--- src/rtl/tailors_row_sched.sv ---
// tailors_row_sched -- row scheduler for the tailors operand buffer pair.
//
// For each accepted row descriptor the scheduler pulses a buffer clear,
// walks the A and B fibers (one read per fiber per unstalled cycle),
// forwards the returned words to the buffer, and raises row_done_o when
// the last read data has landed. Rows longer than BUFFER_SIZE are flagged
// on overbook_a_o / overbook_b_o but still fully issued.
//
// Optional build macro: TAILORS_SCHED_PERF_EN
//   adds row_count_o / overbook_count_o (16-bit saturating counters).
//
// Ports:
//   clk_i, rst_i                 clock, async active-high reset
//   desc_valid_i / desc_ready_o  row descriptor handshake
//   desc_{a,b}_base_i/_len_i     fiber start address and element count
//   stall_i                      freeze read issue (FETCH only)
//   {a,b}_rd_en_o/_addr_o        operand memory read request
//   {a,b}_rd_data_i              read data, one cycle after the strobe
//   buf_new_row_o                buffer clear pulse
//   buf_{a,b}_input_o/_valid_o   word to the buffer
//   overbook_{a,b}_o             current row fiber longer than BUFFER_SIZE
//   row_done_o                   end-of-row pulse
//   busy_o                       scheduler not idle

// Per-fiber issue lane: latched base/length, issue counter, address
// generation and the one-cycle data-valid alignment.
module tailors_row_lane #(
    parameter int BUFFER_SIZE = 4,
    parameter int WORD_SIZE   = 4,
    parameter int ADDR_W      = 8,
    parameter int LEN_W       = 8
) (
    input  logic                 clk_i,
    input  logic                 rst_i,
    input  logic                 load_i,
    input  logic [ADDR_W-1:0]    base_i,
    input  logic [LEN_W-1:0]     len_i,
    input  logic                 issue_ok_i,
    output logic                 rd_en_o,
    output logic [ADDR_W-1:0]    rd_addr_o,
    input  logic [WORD_SIZE-1:0] rd_data_i,
    output logic [WORD_SIZE-1:0] buf_input_o,
    output logic                 buf_valid_o,
    output logic                 ob_now_o,
    output logic                 len_zero_o,
    output logic                 last_o
);
    logic [ADDR_W-1:0] base_q;
    logic [LEN_W-1:0]  len_q;
    logic [LEN_W-1:0]  cnt_q, cnt_d;
    logic              valid_q;

    assign rd_en_o     = issue_ok_i && (cnt_q < len_q);
    // Address wraps naturally at 2^ADDR_W.
    assign rd_addr_o   = rd_en_o ? (base_q + ADDR_W'(cnt_q)) : '0;
    assign buf_valid_o = valid_q;
    assign buf_input_o = valid_q ? rd_data_i : '0;
    assign ob_now_o    = len_q > LEN_W'(BUFFER_SIZE);
    assign len_zero_o  = (len_q == '0);

    always_comb begin
        cnt_d  = cnt_q + (rd_en_o ? LEN_W'(1) : '0);
        // True when this cycle's issue (if any) completes the fiber.
        last_o = (cnt_d == len_q);
    end

    always_ff @(posedge clk_i or posedge rst_i) begin
        if (rst_i) begin
            base_q  <= '0;
            len_q   <= '0;
            cnt_q   <= '0;
            valid_q <= 1'b0;
        end else begin
            valid_q <= rd_en_o;
            if (load_i) begin
                base_q <= base_i;
                len_q  <= len_i;
                cnt_q  <= '0;
            end else begin
                cnt_q  <= cnt_d;
            end
        end
    end
endmodule

module tailors_row_sched #(
    parameter int BUFFER_SIZE = 4,
    parameter int WORD_SIZE   = 4,
    parameter int ADDR_W      = 8,
    parameter int LEN_W       = 8
) (
    input  logic                 clk_i,
    input  logic                 rst_i,
    input  logic                 desc_valid_i,
    output logic                 desc_ready_o,
    input  logic [ADDR_W-1:0]    desc_a_base_i,
    input  logic [LEN_W-1:0]     desc_a_len_i,
    input  logic [ADDR_W-1:0]    desc_b_base_i,
    input  logic [LEN_W-1:0]     desc_b_len_i,
    input  logic                 stall_i,
    output logic                 a_rd_en_o,
    output logic [ADDR_W-1:0]    a_rd_addr_o,
    input  logic [WORD_SIZE-1:0] a_rd_data_i,
    output logic                 b_rd_en_o,
    output logic [ADDR_W-1:0]    b_rd_addr_o,
    input  logic [WORD_SIZE-1:0] b_rd_data_i,
    output logic                 buf_new_row_o,
    output logic [WORD_SIZE-1:0] buf_a_input_o,
    output logic                 buf_a_valid_o,
    output logic [WORD_SIZE-1:0] buf_b_input_o,
    output logic                 buf_b_valid_o,
    output logic                 overbook_a_o,
    output logic                 overbook_b_o,
    output logic                 row_done_o,
`ifdef TAILORS_SCHED_PERF_EN
    output logic [15:0]          row_count_o,
    output logic [15:0]          overbook_count_o,
`endif
    output logic                 busy_o
);
    localparam int NUM_LANES = 2;  // lane 0 = A fiber, lane 1 = B fiber

    typedef enum logic [2:0] {
        S_IDLE, S_CLEAR, S_FETCH, S_DRAIN, S_DONE
    } state_t;

    state_t state_q, state_d;

    logic                                 load, issue_ok;
    logic [NUM_LANES-1:0][ADDR_W-1:0]     base, rd_addr;
    logic [NUM_LANES-1:0][LEN_W-1:0]      len;
    logic [NUM_LANES-1:0][WORD_SIZE-1:0]  rd_data, buf_input;
    logic [NUM_LANES-1:0]                 rd_en, buf_valid, ob_now, len_zero, last;
    logic [NUM_LANES-1:0]                 overbook_q;

    assign base    = {desc_b_base_i, desc_a_base_i};
    assign len     = {desc_b_len_i, desc_a_len_i};
    assign rd_data = {b_rd_data_i, a_rd_data_i};

    for (genvar g = 0; g < NUM_LANES; g++) begin : g_lane
        tailors_row_lane #(
            .BUFFER_SIZE(BUFFER_SIZE), .WORD_SIZE(WORD_SIZE),
            .ADDR_W(ADDR_W), .LEN_W(LEN_W)
        ) u_lane (
            .clk_i       (clk_i),
            .rst_i       (rst_i),
            .load_i      (load),
            .base_i      (base[g]),
            .len_i       (len[g]),
            .issue_ok_i  (issue_ok),
            .rd_en_o     (rd_en[g]),
            .rd_addr_o   (rd_addr[g]),
            .rd_data_i   (rd_data[g]),
            .buf_input_o (buf_input[g]),
            .buf_valid_o (buf_valid[g]),
            .ob_now_o    (ob_now[g]),
            .len_zero_o  (len_zero[g]),
            .last_o      (last[g])
        );
    end

    assign a_rd_en_o     = rd_en[0];
    assign a_rd_addr_o   = rd_addr[0];
    assign b_rd_en_o     = rd_en[1];
    assign b_rd_addr_o   = rd_addr[1];
    assign buf_a_input_o = buf_input[0];
    assign buf_a_valid_o = buf_valid[0];
    assign buf_b_input_o = buf_input[1];
    assign buf_b_valid_o = buf_valid[1];
    assign overbook_a_o  = overbook_q[0];
    assign overbook_b_o  = overbook_q[1];

    // State register
    always_ff @(posedge clk_i or posedge rst_i) begin
        if (rst_i) state_q <= S_IDLE;
        else       state_q <= state_d;
    end

    // Next state
    always_comb begin
        state_d = state_q;
        case (state_q)
            S_IDLE:  if (desc_valid_i) state_d = S_CLEAR;
            S_CLEAR: state_d = (&len_zero) ? S_DRAIN : S_FETCH;
            // Leave once the final issue happens; lanes that were already
            // complete report last_o continuously.
            S_FETCH: if (&last) state_d = S_DRAIN;
            S_DRAIN: state_d = S_DONE;
            S_DONE:  state_d = S_IDLE;
            default: state_d = S_IDLE;
        endcase
    end

    // Outputs
    always_comb begin
        desc_ready_o  = (state_q == S_IDLE);
        load          = (state_q == S_IDLE) && desc_valid_i;
        buf_new_row_o = (state_q == S_CLEAR);
        issue_ok      = (state_q == S_FETCH) && !stall_i;
        row_done_o    = (state_q == S_DONE);
        busy_o        = (state_q != S_IDLE);
    end

    // Overbook flags sampled in CLEAR, held for the rest of the row.
    always_ff @(posedge clk_i or posedge rst_i) begin
        if (rst_i)                   overbook_q <= '0;
        else if (state_q == S_CLEAR) overbook_q <= ob_now;
    end

`ifdef TAILORS_SCHED_PERF_EN
    logic [15:0] row_cnt_q, ob_cnt_q;

    always_ff @(posedge clk_i or posedge rst_i) begin
        if (rst_i) begin
            row_cnt_q <= '0;
            ob_cnt_q  <= '0;
        end else begin
            if (state_q == S_DONE && row_cnt_q != 16'hFFFF)
                row_cnt_q <= row_cnt_q + 16'd1;
            if (state_q == S_CLEAR && (|ob_now) && ob_cnt_q != 16'hFFFF)
                ob_cnt_q <= ob_cnt_q + 16'd1;
        end
    end

    assign row_count_o      = row_cnt_q;
    assign overbook_count_o = ob_cnt_q;
`endif
endmodule

--- config.mk ---
export PLATFORM = sky130hd
export DESIGN_NAME = tailors_row_sched
export DESIGN_NICKNAME = d
export VERILOG_FILES = /design/src/rtl/tailors_row_sched.sv
export SDC_FILE = /design/constraint.sdc
export NUM_CORES = 1
export LEC_CHECK = 0
export CELL_PAD_IN_SITES_DETAIL_PLACEMENT = 0
export CELL_PAD_IN_SITES_GLOBAL_PLACEMENT = 1
export CORE_ASPECT_RATIO = 1.2
export CORE_MARGIN = 5
export CORE_UTILIZATION = 43
export CTS_BUF_LIST = sky130_fd_sc_hd__clkbuf_8
export CTS_CLUSTER_DIAMETER = 120
export DETAILED_ROUTE_END_ITERATION = 10
export GPL_TIMING_DRIVEN = 0
export MAX_ROUTING_LAYER = met4
export PLACE_DENSITY = 0.9
export RECOVER_POWER = 50
export SLEW_MARGIN = 5
export SYNTH_ARGS = -nofsm -noshare
export SYNTH_HDL_FRONTEND = slang
export SYNTH_SLANG_ARGS = --single-unit
--- constraint.sdc ---
create_clock -name clk_i -period 9 [get_ports clk_i]
set_input_delay 1.8 -clock clk_i [delete_from_list [all_inputs] [get_ports clk_i]]
set_output_delay 1.8 -clock clk_i [all_outputs]
set_load 0.01 [all_outputs]
==> out/metrics.yaml <==
drt:
  drt_first_pass_iters: 4
  drcViolationCount: 0
  wl_mm: 7.87
  drt-wirelength-per-cell_um: 15.0
  num_vias: 2698
  drtIter0Drc: 88
  drtAntennaViolNets: 0
  viasPerCell: 5.15
floorplan:
  initial_core_util_pct: 44.5
  fp-row-count: 35
  die_y_um: 108
  die_w_um: 91.8
  pin_count: 78
  dieArea_mm2: 0.00992
  core_area_mm2: 0.00775
layout:
  area_growth_pct: 28.2
  n_antenna_cell: 0
  multi_input_area_mm2: 0.00193
  fin_util_pct: 57.1
  fin_nets: 509
  seq_area_mm2: 0.00138
  drive_gt1_share_pct: 4.63
  fillers: 698
grt:
  gr-total-overflow: 0
  antenna_found_initial: 0
  grt_pass1_vias: 2744
  grt_max_degree: 39
  track_usage_pct: 16.8
  grt_pass1_wl_mm: 13.0
pwr:
  p_clk_share_pct: 12.2
  p_per_area_mw_per_mm2: 265
  p_leak_nw: 2.03
  p_sw_share_pct: 39.8
  combPwrFrac_pct: 51.7
  irDropWorstVdd_mv: 0.0914
  p_seq_share_pct: 36.1
  power.total_mw: 1.17
  power.internal_mw: 0.705
  switchingPower_mw: 0.466
clock_tree:
  cts_resized: 0
  root_buffer: "clkbuf_8"
  ctsHtreeMaxLevel: 2
  postCtsSetupBuffers: 0
  postCtsHoldBufs: 0
  clk_latency_ps: 320
  cts_tree: "yes"
  cts_inserted_buffers: 5
  path_clk_slew_ps: 100
  clock-sinks: 55
  cts_buffer_depth: 2
timing:
  fmax_mhz: 172
  maxSlewHeadroom_pct: -37.4
  setup_tns_ps: 0
  post-route-period-util_pct: 64.7
  drv_slew: 39
  setup_violations: 0
  skew_ps: 5.65
  rsz0062_at_grt: "no"
  period_minus_slack_ps: 5830
  fin_hold_ws_ps: 506
  tightest_slew_ps: 2060
  hold_viol: 0
  final.setup.worst_slack_ps: 3170
synthesis:
  synth_most_common_cell: "dfrtp_1"
  synth_edf_count: 0
  synth.area.top_cells: "dfrtp_1 40%, ha_1 12%, xnor2_1 6.3%"
  ys_types: 44
  synth_top_flop_cell: "dfrtp_1"
  postSynthAreaPerCell_um2: 9.97
  synth_top_area_share_pct: 39.9
  syn_nets: 424
  async_flop_share_pct: 100
  syn_area_mm2: 0.00345
  syn-instance-count: 346
  yosysTopAreaCell: "dfrtp_1"
  yosys-top-cells-count: "55 x dfrtp_1, 35 x nor2_1, 32 x ha_1, 25 x xnor2_1, 24 x inv_1"
  ys_warn_count: 0
  ys_seq_area_share_pct: 39.9
  ys_ff_latch: 55
placed_design:
  io_buffers: 77
  dp_hpwl_mm: 6.31
  globalplace.congestion: 0.899
  dp_slack_ps: 3360
worst_setup_path:
  crit_type: "input port to primary output"
  start_kind: "input port"
  crit_path_top_delay_cell: "clkdlybuf4s50_1"
  critPathBufInv: 2
  path_common_cell: "clkdlybuf4s50_1"
  cp_max_fo: 9
  required_ps: 7200
  endpoint_kind: "primary output"
  path_cells: "clkdlybuf4s50_1, nand3b_1, a211oi_1, o21ai_0, a21oi_1, clkdlybuf4s50_1"
  max_stage_delay_ps: 570
  critical_path.top_delay_family: "buffers and inverters"
  cp.arrival_ps: 4030
status:
  run_status: "complete, but fails checks"
  violations: "capacitance limit, slew limit"
hold_path:
  hold_class: "flip-flop to flip-flop"
flow_run:
  drv_cap: 1
registers in the layout (all words and copies together) (netlist names):
| register | cells |
|---|---|
| g_lane.u_lane.base_q | 16 |
| g_lane.u_lane.len_q | 16 |
| overbook_q | 2 |
| state_q | 3 |
| g_lane.u_lane.buf_valid_o | 2 |
| g_lane.u_lane.cnt_q | 16 |
cell type report:
class / count / share of cell area (%)
buffer: 7 / 0.679
clock buffer: 5 / 1.56
clock inverter: 3 / 0.537
inverter: 27 / 2.29
multi-input combinational: 257 / 43.7
sequential: 55 / 31.1
tap: 92 / 2.60
timing repair buffer: 78 / 17.5
path summary, 6_finish.rpt:
path,slack [ps],depth (start not counted),start,to
min in group asynchronous,2010,2,rst_i,g_lane[1].u_lane.base_q[3]$_DFFE_PP0P_
worst max register to register,5010,14,g_lane[0].u_lane.cnt_q[1]$_DFF_PP0_,state_q[0]$_DFFE_PP0P_
worst min-delay path,510,1,g_lane[0].u_lane.base_q[2]$_DFFE_PP0P_,g_lane[0].u_lane.base_q[2]$_DFFE_PP0P_
max in group asynchronous,4640,3,rst_i,g_lane[0].u_lane.cnt_q[6]$_DFF_PP0_
worst min register to register,510,1,g_lane[0].u_lane.base_q[2]$_DFFE_PP0P_,g_lane[0].u_lane.base_q[2]$_DFFE_PP0P_
worst max-delay path,3170,6,stall_i,b_rd_addr_o[7]
power groups by stage:
stage	Sequential [mW]	Clock, mW	Combinational, mW
5_1_grt	0.436	0.157	0.680
6_report	0.423	0.143	0.605
2_1_floorplan	0.410	0	0.416
3_3_place_gp	0.423	0	0.601
3_5_place_dp	0.429	0	0.620
4_1_cts	0.423	0.148	0.623
kinds of logic after synthesis:
logic type | share of synthesized area, %
flip-flops | 39.9
multiplexers | 6.16
AO/OA/AOI/OAI | 11.1
adder cells (fa/ha/maj) | 12.8
XOR/XNOR | 11.4
buffers and inverters | 4.06
AND/OR/NAND/NOR | 14.6
layout by cell type (no fill, tap or decap), types with 3 or more instances in the layout:
master,instances
dfrtp_1,55
xnor2_1,25
nor3_1,8
clkdlybuf4s50_1,75
nor2b_1,5
a211oi_1,4
or4_1,3
mux2_1,18
nand2_1,17
a21o_1,10
o21ai_1,9
buf_2,3
o21ai_0,11
and2_1,8
o21bai_1,4
nand3_1,7
a21oi_1,11
xor2_1,18
clkbuf_8,5
inv_1,24
clkbuf_1,5
nor2_1,35
o2111ai_1,3
ha_1,32
metal layers:
metal	share of wire (%)	vias to the layer above	routed length (um)	global-route usage, %
met5	0	-	0	-
met4	1.3	0	103	4.99
met3	4.4	9	343	2.23
met2	49	67	3870	27.9
met1	45	1273	3550	21.7
li1	-	1349	-	-
metrics by stage:
step / instances / area (um2)
6_report: 524 / 4420
2_1_floorplan: 346 / 3450
3_5_place_dp: 516 / 4360
4_1_cts: 524 / 4450
3_3_place_gp: 515 / 4340
5_1_grt: 524 / 4420
worst reg2reg max path: cells and delay by family (launching register included):
kind	cells	cell delay, ps
AOI/OAI and AO/OA	5	1290
adders and majority gates	3	820
and+or+nand+nor	3	730
DFF	1	460
xor gates and xnor gates	2	410
buffers and inverters	1	200
Note: power is estimated with default switching activity, not from simulation.
